### config.mk
export PLATFORM = sky130hd
export DESIGN_NAME = cpu_linux_oci_dct_packer
export DESIGN_NICKNAME = d
export VERILOG_FILES = /design/src/rtl/cpu_linux_oci_dct_packer.sv
export SDC_FILE = /design/constraint.sdc
export NUM_CORES = 1
export LEC_CHECK = 0
export BUFFER_PORTS_ARGS = -buffer_cell sky130_fd_sc_hd__buf_2
export CORE_ASPECT_RATIO = 1.4
export CORE_UTILIZATION = 50
export CTS_CLUSTER_SIZE = 24
export DETAILED_ROUTE_END_ITERATION = 8
export GPL_TIMING_DRIVEN = 0
export PLACE_DENSITY = 0.71
export SETUP_SLACK_MARGIN = 0.2
export SLEW_MARGIN = 10
export SYNTH_ARGS = -nofsm -noshare
export SYNTH_HDL_FRONTEND = slang
export SYNTH_SLANG_ARGS = --single-unit
### constraint.sdc
create_clock -name clk -period 6.6 [get_ports clk]
set_input_delay 0.33 -clock clk [delete_from_list [all_inputs] [get_ports clk]]
set_output_delay 0.33 -clock clk [all_outputs]
set_load 0.02 [all_outputs]
### src/rtl/cpu_linux_oci_dct_packer.sv
// OCI DCT trace packer: gathers 2-bit symbols into 30-bit frames with a
// symbol count and presents them under a valid/ready handshake.
module cpu_linux_oci_dct_packer #(
  parameter int SYM_W = 2,
  parameter int NSYM  = 15,
  parameter int CNT_W = 4
) (
  input  logic                  clk,
  input  logic                  reset_n,
  input  logic                  trc_on,
  input  logic                  sym_valid,
  input  logic [SYM_W-1:0]      sym,
  output logic                  sym_ready,
  input  logic                  flush,
  output logic [SYM_W*NSYM-1:0] dct_buffer,
  output logic [CNT_W-1:0]      dct_count,
  output logic                  dct_valid,
  input  logic                  dct_ready,
  output logic                  test_ending
);

  localparam int BUF_W = SYM_W * NSYM;
  localparam logic [CNT_W-1:0] FULL = CNT_W'(NSYM);
  localparam logic [CNT_W-1:0] LAST = CNT_W'(NSYM - 1);

  logic [BUF_W-1:0] acc;
  logic [CNT_W-1:0] acc_cnt;
  logic             full_pending;
  logic             flush_pending;
  logic             trc_q;
  logic             armed;

  logic             accept;
  logic             slot_free;
  logic [BUF_W-1:0] acc_with;
  logic [CNT_W-1:0] cnt_with;
  logic             flushing;
  logic             want_emit;
  logic             emit;
  logic             trc_fall;

  // Taking a 15th symbol into a stalled slot would leave nowhere to go.
  assign sym_ready = !(acc_cnt == LAST && dct_valid && !dct_ready)
                   && !full_pending && !flush_pending;

  assign accept    = sym_valid && sym_ready && trc_on;
  assign slot_free = !dct_valid || dct_ready;
  assign cnt_with  = acc_cnt + CNT_W'(accept);
  assign flushing  = (flush || flush_pending) && (cnt_with != '0);
  assign want_emit = (cnt_with == FULL) || flushing;
  assign emit      = want_emit && slot_free;
  assign trc_fall  = trc_q && !trc_on;

  always_comb begin
    acc_with = acc;
    for (int k = 0; k < NSYM; k++) begin
      if (accept && acc_cnt == CNT_W'(k))
        acc_with[k*SYM_W +: SYM_W] = sym;
    end
  end

  always_ff @(posedge clk or negedge reset_n) begin
    if (!reset_n) begin
      acc           <= '0;
      acc_cnt       <= '0;
      full_pending  <= 1'b0;
      flush_pending <= 1'b0;
      dct_buffer    <= '0;
      dct_count     <= '0;
      dct_valid     <= 1'b0;
      test_ending   <= 1'b0;
      trc_q         <= 1'b0;
      armed         <= 1'b0;
    end else begin
      trc_q       <= trc_on;
      test_ending <= emit && (armed || trc_fall);
      armed       <= emit ? 1'b0 : (armed || trc_fall);
      if (emit) begin
        acc           <= '0;
        acc_cnt       <= '0;
        full_pending  <= 1'b0;
        flush_pending <= 1'b0;
        dct_buffer    <= acc_with;
        dct_count     <= cnt_with;
        dct_valid     <= 1'b1;
      end else begin
        acc           <= acc_with;
        acc_cnt       <= cnt_with;
        full_pending  <= (cnt_with == FULL);
        flush_pending <= flush_pending || flushing;
        if (dct_ready)
          dct_valid <= 1'b0;
      end
    end
  end

endmodule

==> impl_metrics.xml <==
<?xml version="1.0" encoding="UTF-8"?>
<metrics>
  <group name="run_status">
    <metric name="outcome" unit="">complete, no violations</metric>
  </group>
  <group name="detailed_routing">
    <metric name="via_per_inst" unit="">5.04</metric>
    <metric name="totalWireLength" unit="µm">6100</metric>
    <metric name="remaining_drc_errors" unit="">0</metric>
    <metric name="initialDrtViolationCount" unit="">107</metric>
    <metric name="route.vias.total" unit="">2130</metric>
    <metric name="detail_route.first_pass.iterations" unit="">4</metric>
    <metric name="drt.antenna.violating_nets" unit="">0</metric>
    <metric name="wl_per_cell" unit="µm">14.4</metric>
  </group>
  <group name="die">
    <metric name="fp.dieH" unit="µm">99.3</metric>
    <metric name="floorplan.die_area" unit="mm²">0.00710</metric>
    <metric name="fp.coreArea" unit="mm²">0.00657</metric>
    <metric name="fp.dieW" unit="µm">71.5</metric>
    <metric name="floorplan.initialDensity" unit="%">51.5</metric>
    <metric name="placementRows" unit="">35</metric>
    <metric name="io-pin-count" unit="">45</metric>
  </group>
  <group name="clocking">
    <metric name="cts_setup_buffers" unit="">0</metric>
    <metric name="clock_sinks" unit="">74</metric>
    <metric name="clk_pin_slew" unit="ps">80</metric>
    <metric name="cts-root-to-sink-buffers" unit="">2</metric>
    <metric name="cts_tree" unit="">done</metric>
    <metric name="clk_root_buffer_cell" unit="">sky130_fd_sc_hd__clkbuf_8</metric>
    <metric name="htree_num_levels" unit="">3</metric>
    <metric name="cts_resized" unit="">0</metric>
    <metric name="clock_insertion_delay_worst_skew" unit="ps">350</metric>
    <metric name="cts_buffers" unit="">9</metric>
    <metric name="cts.hold.buffers_added" unit="">1</metric>
  </group>
  <group name="power_and_ir_drop">
    <metric name="vdd.ir_drop.worst" unit="V">0.000212</metric>
    <metric name="power.density_cell_area" unit="mW/mm²">317</metric>
    <metric name="leakagePower" unit="nW">2.01</metric>
  </group>
  <group name="synthesis">
    <metric name="synth.top_cell.area_share" unit="%">54.8</metric>
    <metric name="synthesis.nets" unit="">297</metric>
    <metric name="synth.cells.most_frequent" unit="">sky130_fd_sc_hd__dfrtp_1, sky130_fd_sc_hd__mux2i_1, sky130_fd_sc_hd__inv_1, sky130_fd_sc_hd__nor2_1, sky130_fd_sc_hd__nand2_1</metric>
    <metric name="yosys_warnings" unit="">0</metric>
    <metric name="mappedNetlistArea" unit="mm²">0.00338</metric>
    <metric name="postSynthRegisterBits" unit="">74</metric>
    <metric name="netlist.top_cell.by_area" unit="">sky130_fd_sc_hd__dfrtp_1</metric>
    <metric name="synth_flop_type" unit="">sky130_fd_sc_hd__dfrtp_1</metric>
    <metric name="post_synth.cell_area_avg" unit="µm²">11.8</metric>
    <metric name="post-synth-top-count-cell" unit="">sky130_fd_sc_hd__dfrtp_1</metric>
    <metric name="ys_top_cells_by_area" unit="">sky130_fd_sc_hd__dfrtp_1, sky130_fd_sc_hd__mux2i_1, sky130_fd_sc_hd__inv_1, sky130_fd_sc_hd__nor2_1, sky130_fd_sc_hd__buf_6</metric>
    <metric name="netlist-cell-type-count" unit="">40</metric>
    <metric name="async_reset_ff_share" unit="%">100</metric>
    <metric name="cell_count_after_synthesis" unit="">287</metric>
    <metric name="synth-edff-count" unit="">0</metric>
    <metric name="seq_area_frac_synth" unit="%">54.8</metric>
  </group>
  <group name="placed_design">
    <metric name="hpwl" unit="µm">4350</metric>
    <metric name="globalplace.congestion" unit="">0.820</metric>
    <metric name="placedInstanceArea" unit="mm²">0.00372</metric>
    <metric name="place.port_buffers" unit="">44</metric>
  </group>
  <group name="layout">
    <metric name="area.growth.synth_to_final" unit="%">15.3</metric>
    <metric name="share_of_layout_cells_above_drive_strength_1" unit="%">24.6</metric>
    <metric name="multi_input_comb_area" unit="mm²">0.00127</metric>
    <metric name="seqCellArea" unit="mm²">0.00185</metric>
    <metric name="fillers" unit="">578</metric>
    <metric name="postLayoutCellArea" unit="mm²">0.00390</metric>
    <metric name="num_antenna_cells" unit="">0</metric>
    <metric name="nNetsFinal" unit="">354</metric>
  </group>
  <group name="critical_path">
    <metric name="rr_endpoint" unit="">acc[18]</metric>
    <metric name="startpoint_type" unit="">register</metric>
    <metric name="cp-end-kind" unit="">register</metric>
    <metric name="number_of_cell_instances_on_the_worst_register_to_register_path" unit="">12</metric>
    <metric name="worstPathRequired" unit="ps">6830</metric>
    <metric name="worst-r2r-setup-slack" unit="ps">3560</metric>
    <metric name="timing_worst_setup_path_type" unit="">reg -&gt; reg</metric>
    <metric name="worst-path-max-fanout" unit="">10</metric>
    <metric name="reg2reg_from" unit="">acc_cnt[0]</metric>
    <metric name="worst_ep_arrival_time" unit="ps">3280</metric>
  </group>
  <group name="global_routing">
    <metric name="grt_max_degree" unit="">58</metric>
    <metric name="grt-ovfl-total" unit="">0</metric>
    <metric name="grt_pass1_wl" unit="µm">10300</metric>
    <metric name="number_of_global_route_vias_before_repair" unit="">2182</metric>
    <metric name="antenna_found_initial" unit="">0</metric>
    <metric name="groute.usage.overall" unit="%">19.4</metric>
  </group>
  <group name="sta">
    <metric name="rsz0062_at_grt" unit="">no</metric>
    <metric name="timing.final.crit_period" unit="ps">3040</metric>
    <metric name="setup_viol" unit="">0</metric>
    <metric name="final.period_utilization" unit="%">46.1</metric>
    <metric name="hold_violations" unit="">0</metric>
    <metric name="skew" unit="ps">12.8</metric>
    <metric name="report.final.slew_viol_count" unit="">0</metric>
    <metric name="slew_headroom" unit="%">53.9</metric>
    <metric name="final.setup.tns" unit="ps">0</metric>
    <metric name="highest_clock_rate" unit="GHz">0.328</metric>
    <metric name="worstMarginPinSlew" unit="ps">685</metric>
  </group>
  <group name="min_path">
    <metric name="hold_path_startpoint" unit="">trc_on</metric>
    <metric name="hold-path-cell-count" unit="">1</metric>
    <metric name="worst_hold_endpoint" unit="">trc_q</metric>
    <metric name="worst_hold_path_type" unit="">in -&gt; reg</metric>
  </group>
  <group name="run">
    <metric name="drv.max_cap_violation_count" unit="">0</metric>
  </group>
</metrics>
==> where the power goes <==
part / leakage, nW / switching [W] / internal (W)
registers: 1.02 / 0.0000271 / 0.000502
clock network: 0.0807 / 0.000157 / 0.000147
logic: 0.913 / 0.000232 / 0.000169
==> worst max-delay path, cell delays in order (launching register included) <==
cell	delay (ps)
sky130_fd_sc_hd__dfrtp_1	440
sky130_fd_sc_hd__nand2b_1	200
sky130_fd_sc_hd__nor3_1	260
sky130_fd_sc_hd__nor2_1	90
sky130_fd_sc_hd__ha_1	230
sky130_fd_sc_hd__ha_1	450
sky130_fd_sc_hd__inv_1	120
sky130_fd_sc_hd__o31ai_1	370
sky130_fd_sc_hd__a31o_1	210
sky130_fd_sc_hd__buf_6	130
sky130_fd_sc_hd__buf_6	180
sky130_fd_sc_hd__buf_12	190
sky130_fd_sc_hd__nor2_4	50
==> kinds of logic (layout without fill, tap and decap cells) <==
logic type      after synthesis  count (layout)  share of synthesized area [%]
xor+xnor                      1               1                          0.259
fa+ha+maj                     2               2                          0.740
mux                          63              63                           18.7
compound gates               16              16                           3.66
simple gates                 84              84                           14.2
buf+inv                      47             109                           7.70
flops                        74              74                           54.8
==> area by class of cell <==
class                      count  area share, %
inverter                      35           3.37
clock inverter                 2          0.321
timing repair buffer          46           6.68
sequential                    74           47.5
tap                           74           2.37
buffer                        12           3.31
multi-input combinational    166           32.5
clock buffer                  14           3.92
==> metal layers <==
metal	global-route usage (%)	share of wire [%]
met1	22.9	43
met3	4.86	3.0
met4	8.75	2.0
met5	0	0
met2	33.1	52
==> cells in the final DEF, fill, tap and decap left out, drive strengths merged, types with 3 or more instances in the layout <==
cell	count
nor3b	3
clkbuf	16
a21oi	3
o21ai	3
nand2	17
nor2b	5
mux2i	62
buf	55
inv	35
dfrtp	74
nor2	41
nor3	6
==> metrics by stage <==
step	hold WS (ps)	setup slack (ps)	total power (W)	utilization [%]	cells
6_report	147	3560	0.00123	59.4	423
5_1_grt	138	3270	0.00130	59.4	423
2_1_floorplan	34.4	3930	0.000839	-	287
3_3_place_gp	474	3550	0.000934	56.2	405
3_5_place_dp	224	3530	0.000941	56.7	406
4_1_cts	131	3550	0.00125	59.4	423
==> state kept, by name (all words and copies together) (netlist names), 4 cells and up <==
name and cells:
acc_cnt 4, acc 30, dct_count 4, dct_buffer 30
==> worst max path at each step <==
stage / start / end / slack (ps) / depth (start not counted)
global placement: dct_ready / acc[16] / 3550 / 13
detailed placement: dct_ready / acc[17] / 3530 / 13
global route: acc_cnt[0] / acc[16] / 3270 / 12
CTS: acc_cnt[0] / acc[18] / 3550 / 12
finish: acc_cnt[0] / acc[18] / 3560 / 12
floorplan: dct_valid / acc[26] / 3930 / 12
No activity file was read; power rests on OpenSTA's default activity.
